## src/rtl/hq_stream_scheduler.sv

```systemverilog
// ---------------------------------------------------------------------------
// hq_stream_scheduler
//
// Sequencer in front of the H*S_q complex matrix multiplier. It takes one
// 4x4 complex H matrix as a 16-beat row-major stream, holds it in a local
// buffer, and replays H[i][k] in the (q, i, j, k) order the multiplier
// consumes: NUM_Q x 4 rows x 2 columns x 4 products. Each group of four
// products yields one result from the multiplier; the scheduler counts
// those results, reports which (q, i, j) is being fed or awaited, and
// flags a result that arrives while a group is still being fed.
//
// Ports
//   clk, rst             clock, synchronous active-high reset
//   start                begin a load+compute job (honoured only in IDLE)
//   h_in_valid/_ready    H input handshake (ready only while loading)
//   h_in_r, h_in_i       H sample, row-major, signed N-bit real/imag
//   mm_start             one-cycle pulse as the first element is presented
//   mm_h_valid/_ready    element handshake towards the multiplier
//   mm_h_r, mm_h_i       H[i][k] presented to the multiplier
//   mm_res_valid         multiplier produced one output element
//   q_index, i_idx, j_idx  indices of the element being fed or awaited
//   busy                 high while loading, feeding or waiting
//   done                 one-cycle pulse after the last result of the job
//   err                  sticky protocol error, cleared by start or rst
// ---------------------------------------------------------------------------
module hq_stream_scheduler #(
  parameter int N     = 16,
  parameter int NUM_Q = 16
) (
  input  logic         clk,
  input  logic         rst,
  input  logic         start,
  input  logic         h_in_valid,
  output logic         h_in_ready,
  input  logic [N-1:0] h_in_r,
  input  logic [N-1:0] h_in_i,
  output logic         mm_start,
  output logic         mm_h_valid,
  input  logic         mm_h_ready,
  output logic [N-1:0] mm_h_r,
  output logic [N-1:0] mm_h_i,
  input  logic         mm_res_valid,
  output logic [3:0]   q_index,
  output logic [1:0]   i_idx,
  output logic         j_idx,
  output logic         busy,
  output logic         done,
  output logic         err
);

  typedef enum logic [2:0] {
    S_IDLE,
    S_LOAD,
    S_FEED,
    S_WAIT,
    S_DONE
  } state_t;

  localparam logic [3:0] LAST_Q = 4'(NUM_Q - 1);

  state_t       state_q;
  logic [3:0]   load_cnt_q;
  logic [3:0]   q_q;
  logic [1:0]   i_q;
  logic         j_q;
  logic [1:0]   k_q;
  logic         mm_start_q;
  logic         err_q;

  logic [N-1:0] hbuf_r_q [16];
  logic [N-1:0] hbuf_i_q [16];

  // NOTE: the H buffer is plain storage with no reset; every job overwrites
  // all 16 entries before any of them is read, so clearing it buys nothing.
  always_ff @(posedge clk) begin
    if (!rst && state_q == S_LOAD && h_in_valid) begin
      hbuf_r_q[load_cnt_q] <= h_in_r;
      hbuf_i_q[load_cnt_q] <= h_in_i;
    end
  end

  // NOTE: all state is updated with non-blocking assignments so every
  // comparison below sees the values from before this clock edge.
  always_ff @(posedge clk) begin
    if (rst) begin
      state_q    <= S_IDLE;
      load_cnt_q <= '0;
      q_q        <= '0;
      i_q        <= '0;
      j_q        <= 1'b0;
      k_q        <= '0;
      mm_start_q <= 1'b0;
      err_q      <= 1'b0;
    end else begin
      mm_start_q <= 1'b0;
      unique case (state_q)
        S_IDLE: begin
          if (start) begin
            state_q    <= S_LOAD;
            load_cnt_q <= '0;
            q_q        <= '0;
            i_q        <= '0;
            j_q        <= 1'b0;
            k_q        <= '0;
            err_q      <= 1'b0;
          end
        end
        S_LOAD: begin
          if (h_in_valid) begin
            load_cnt_q <= load_cnt_q + 4'd1;
            if (load_cnt_q == 4'd15) begin
              state_q    <= S_FEED;
              mm_start_q <= 1'b1;
            end
          end
        end
        S_FEED: begin
          // A result while the group is still being fed is a protocol
          // violation; the element on offer is held rather than consumed.
          if (mm_res_valid) begin
            err_q <= 1'b1;
          end else if (mm_h_ready) begin
            k_q <= k_q + 2'd1;
            if (k_q == 2'd3) state_q <= S_WAIT;
          end
        end
        S_WAIT: begin
          if (mm_res_valid) begin
            j_q <= ~j_q;
            if (j_q) begin
              i_q <= i_q + 2'd1;
              if (i_q == 2'd3) q_q <= q_q + 4'd1;
            end
            if (q_q == LAST_Q && i_q == 2'd3 && j_q) state_q <= S_DONE;
            else                                     state_q <= S_FEED;
          end
        end
        S_DONE:  state_q <= S_IDLE;
        default: state_q <= S_IDLE;
      endcase
    end
  end

  // Outputs decode registered state only; data is forced to zero outside
  // FEED so an idle scheduler drives no stale buffer contents.
  assign h_in_ready = (state_q == S_LOAD);
  assign mm_h_valid = (state_q == S_FEED);
  assign mm_h_r     = (state_q == S_FEED) ? hbuf_r_q[{i_q, k_q}] : '0;
  assign mm_h_i     = (state_q == S_FEED) ? hbuf_i_q[{i_q, k_q}] : '0;
  assign mm_start   = mm_start_q;
  assign q_index    = q_q;
  assign i_idx      = i_q;
  assign j_idx      = j_q;
  assign busy       = (state_q == S_LOAD) || (state_q == S_FEED) || (state_q == S_WAIT);
  assign done       = (state_q == S_DONE);
  assign err        = err_q;

endmodule

```

## config.mk

```make
export PLATFORM = sky130hd
export DESIGN_NAME = hq_stream_scheduler
export DESIGN_NICKNAME = d
export VERILOG_FILES = /design/src/rtl/hq_stream_scheduler.sv
export SDC_FILE = /design/constraint.sdc
export NUM_CORES = 1
export LEC_CHECK = 0
export CELL_PAD_IN_SITES_DETAIL_PLACEMENT = 1
export CELL_PAD_IN_SITES_GLOBAL_PLACEMENT = 1
export CORE_UTILIZATION = 30
export CTS_BUF_LIST = sky130_fd_sc_hd__clkbuf_4 sky130_fd_sc_hd__clkbuf_8
export CTS_CLUSTER_SIZE = 24
export DETAILED_ROUTE_END_ITERATION = 7
export MAX_ROUTING_LAYER = met4
export PLACE_DENSITY = 0.5
export SLEW_MARGIN = 15
export SYNTH_ARGS = -nofsm -noshare
export SYNTH_HDL_FRONTEND = slang
export SYNTH_SLANG_ARGS = --single-unit
```

## constraint.sdc

```tcl
create_clock -name clk -period 11.2 [get_ports clk]
set_input_delay 1.68 -clock clk [delete_from_list [all_inputs] [get_ports clk]]
set_output_delay 1.68 -clock clk [all_outputs]
set_load 0.005 [all_outputs]
```

# [After elaboration in Yosys (flattened, before gate mapping)]
# Memories as Yosys holds them, arrays and structs flattened.
# Index checks and enable logic that the tools add are counted.
[op_classes] addsub=4 reduce_logical=19 n_eq_ne=18 bitwise_logic=3 muxes=33
[op_table] op="2-to-1 mux 16 bit" n=2
[op_table] op="2-to-1 mux 3 bit" n=8
[op_table] op="2-to-1 mux 4 bit" n=5
[op_table] op="one-hot mux 4 bit (2 select lines)" n=2
[op_table] op="!= test 2 bit, second input constant" n=6
[op_table] op="one-hot mux 3 bit (4 select lines)" n=1
[op_table] op="2-to-1 mux 2 bit" n=5
[op_table] op="AND reduction 3 bit" n=3
[op_table] op="adder 4 x 1 -> 4 bit, second input constant" n=2
[op_table] op="== test 4 bit, second input constant" n=2
[op_table] op="!= test 2 x 1 -> 1 bit, second input constant" n=4
[op_table] op="one-hot mux 2 bit (2 select lines)" n=2
[op_table] op="AND reduction 4 bit" n=2
[op_table] op="AND reduction 7 bit" n=1
[op_table] op="== test 3 x 2 -> 1 bit, second input constant" n=2
[op_table] op="2-to-1 mux 1 bit" n=6
[op_table] op="nonzero test 2 bit" n=3
[op_table] op="AND reduction 5 bit" n=1
[op_table] op="adder 2 x 1 -> 2 bit, second input constant" n=2
[op_table] op="== test 2 bit, second input constant" n=2
[op_table] op="logical AND 1 bit" n=4
[op_table] op="one-hot mux 1 bit (2 select lines)" n=2
[op_table] op="== test 3 x 1 -> 1 bit, second input constant" n=1
[op_table] op="== test 3 bit, second input constant" n=1
[op_table] op="5 further kinds" n=8
[word_totals] ram_bits=512 memories=2 regBits=18 out_inout_bits=45 wordCells=87
[mem_list] memory="hbuf_i_q" depth=16 width=16 rd=1 rd_ports_with_merged_regs=0 write_ports=1 line="71" source="logic [N-1:0] hbuf_i_q [16];"
[mem_list] memory="hbuf_r_q" depth=16 width=16 rd=1 rd_ports_with_merged_regs=0 write_ports=1 line="70" source="logic [N-1:0] hbuf_r_q [16];"

# [Longest topological paths before layout]
[depth] depth_word=6 mapped_depth=7

# [Worst setup path after synthesis]
# Ideal clock, no wire load.
[synth_path] path_kind="input port to flip-flop" startpoint="in rst" endpoint="mem hbuf_i_q[3][0], enable pin" setup_time_ps=461 path_stages=4 t_arrival_ps=4709 n_path_buf=1 path_slack_ps=6030 cell_sequence="clkbuf_1 > nor4_1 > nand2_1 > nor3_1"
[synth_between] elab_chain_cells=5
[synth_lines] element="start: declaration" line="31" source="input logic rst,"
[synth_lines] element="logical NOT 1 bit" line="76" source="if (!rst && state_q == S_LOAD && h_in_valid) begin"
[synth_lines] element="logical AND 1 bit (2 in a row)" line="76"
[synth_lines] element="2-to-1 mux 1 bit" line="76"
[synth_lines] element="2-to-1 mux 1 bit (not written as such)" line="78" source="hbuf_i_q[load_cnt_q] <= h_in_i;"
[synth_lines] element="end: declaration" line="71"
# Every way passes these cells.

# [Worst setup path in the final report]
[layout_path] startpoint="reg k_q[0]" endpoint="out mm_h_i[15]"
[layout_between] elab_chain_cells=2
[layout_lines] element="start: declaration" line="66" source="logic [1:0] k_q;"
[layout_lines] element="start signal: assignment" line="123" source="k_q <= k_q + 2'd1;"
[layout_lines] element="memory read (16 x 16 bit)"
[layout_lines] element="2-to-1 mux 16 bit" line="149" source="assign mm_h_i = (state_q == S_FEED) ? hbuf_i_q[{i_q, k_q}] : '0;"
[layout_lines] element="end: declaration" line="41" source="output logic [N-1:0] mm_h_i,"
# Every way passes these cells.

==> reports/results.tsv <==
metric	value	unit
run_status	finished clean	
seq_area_frac_synth	0.7730	
crit_chain	buf_12 -> mux4_2 -> inv_1 -> o22ai_1 -> a221o_1 -> clkdlybuf4s50_1	
peakVddDrop	0.07657	mV
slew_headroom	0.4239	
cts_setup_buffers	0	
syn_inst	957	
ys_ff_latch	530	
worstMarginPinSlew	0.8642	ns
root_buffer	clkbuf_8	
io_buffer_count	82	
track_usage	0.1501	
grt_setup_unrepaired	no	
routed_via_density	4.791	
grt_busiest_layer	met2	
synth_edf_count	512	
synth_most_common_cell	edfxtp_1	
cts_tree	built	
ctsResizeCount	0	
dieArea	68900	um2
tns	0	ns
cp-start-kind	register	
antenna_found_initial	3	
overflow	0	
p_leak	7.458	nW
use_met2	0.2442	
routabilityCongestion	0.6837	
synthTopCellsByCount	edfxtp_1, mux4_2, inv_1, clkbuf_1, nor2_1	
drt_first_iter_violations	526	
hold_class	reg2reg	
grt_max_degree	100	
clock_sinks	530	
max_stage_delay	0.80	ns
r2r_start	state_q[0]	
syn_area_per_cell	21.27	um2
path_clk_slew	0.06	ns
timing.hold.ws	0.5230	ns
slew_violations	0	
worstSetupStartpoint	k_q[0]	
finalClockSkew	0.02101	ns
syn_nets	1002	
cpMaxStageDelayCell	dfxtp_4	
htree_levels	3	
wl_per_cell	24.04	um
drc_errors	0	
path_class	reg2out	
via_count	9798	
num_rows	95	
cts_buffers	87	
synth_cell_type_count	41	
hold_viol	0	
critPathBufInv	3	
synth_area_leaders	edfxtp_1, mux4_2, dfxtp_1	
area_delta_synth_final	18.16	%
post-route-min-period	5.539	ns
holdBufCountCts	0	
clock_path_buffers	3	
power_density	167.1	nW/um2
async_reset_ff_frac	0	
cp_max_fo	99	
cp-end-kind	primary output	
synthesis.area	20360	um2
die_h	262.5	um
timing.fmax	0.1805	GHz
die_w	262.5	um
core_area	67160	um2
finalNetCount	1149	
dpl.hpwl	25.69	mm
setup_viol	0	
grt_use_met3	0.02886	
wl	49.16	mm
drv_cap	0	
drive_gt1_frac	0.2695	
start_util	0.3031	
arrival	3.86	ns
antenna_left	0	
yosys.area.top_type	edfxtp_1	
yosys_warnings	0	
crit_family	buffers and inverters	
synth_top_area_share	0.7553	
grt_pass1_vias	11060	
worst_ep_required_time	9.52	ns
worstSkewPairLatency	0.65	ns
gr-usage-met1	0.1893	
grt_pass1_wl	73.59	mm
ios	83	
power	4.018	mW
min_period_over_period	0.4946	
first_pass_iters	4	
min_from	q_index[3]	
ys.flop_type	edfxtp_1	
-- stage by stage --
stage          worst slack [ns]  cell area, um2  instances  utilization
5_1_grt                   5.332           24050       2045       0.3581
2_1_floorplan             6.030           20360        957            -
4_1_cts                   5.480           24040       2042       0.3580
3_3_place_gp              6.156           22360       1888       0.3329
3_5_place_dp              6.022           22360       1888       0.3329
6_report                  5.661           24050       2045       0.3581
-- report_power, final --
part	switching (mW)	leakage, nW	internal [mW]
Combinational	0.0928	1.81	0.0839
Clock	0.745	0.900	0.900
Sequential	0.0136	4.75	2.18
Total	0.851	7.46	3.17
-- tightest hold or removal path: cells and delay by family, from the launching register on --
kind,cells,cell delay (ns)
flops,1,0.33
compound gates,2,0.14
-- cells by family (layout without fill, tap and decap cells) --
group	count (synthesis)	after routing	synth area share
DFF	530	530	0.7730
muxes	131	131	0.1431
buffers and inverters	122	334	0.02588
AOI/OAI and AO/OA	87	87	0.03313
and+or+nand+nor	77	77	0.01930
adders and majority gates	7	7	0.004302
xor gates and xnor gates	3	3	0.001291
other	0	3	0
-- worst paths after layout --
kind | to | cells past startpoint | slack [ns]
worst max-delay path | mm_h_i[15] | 6 | 5.66
worst min-delay path | q_index[3] | 2 | 0.52
worst max register to register | hbuf_r_q[7][7] | 5 | 7.58
worst min register to register | q_index[3] | 2 | 0.52
-- cells in the final DEF (no fill, tap or decap), types with 8 or more instances in the layout --
master / netlist / layout
mux4_2: 128 / 128
clkbuf_8: 0 / 91
clkinv_1: 0 / 21
clkinv_2: 0 / 13
edfxtp_1: 512 / 512
clkdlybuf4s50_1: 0 / 82
nor2_4: 0 / 12
a221o_1: 21 / 21
nor2_1: 26 / 14
buf_4: 4 / 27
inv_1: 70 / 70
dfxtp_1: 18 / 16
a22oi_1: 12 / 12
nand2b_1: 8 / 8
clkbuf_4: 0 / 24
o22ai_1: 22 / 22
nand2_1: 9 / 9
o221ai_1: 10 / 10
-- layout make-up --
class | instances | area (um2)
Antenna cell | 3 | 7.507
Clock buffer | 115 | 1433
Clock inverter | 39 | 251.5
Fill cell | 6505 | 43110
Inverter | 70 | 262.8
Multi-Input combinational cell | 305 | 4219
Sequential cell | 530 | 15740
Tap cell | 873 | 1092
Timing Repair Buffer | 110 | 1044
-- flip-flops by register name (all words and copies together), names as in the netlist, 2 cells and up --
signal,flops
hbuf_i_q,256
q_index,4
hbuf_r_q,256
k_q,2
i_idx,2
load_cnt_q,4
state_q,3
-- layer usage --
metal  up-vias  part of all wire
met2       201              0.49
li1       4266                 -
met1      5271              0.44
met4         0             0.018
met5         -                 0
met3        60             0.048
(Power assumes the default switching activity.)
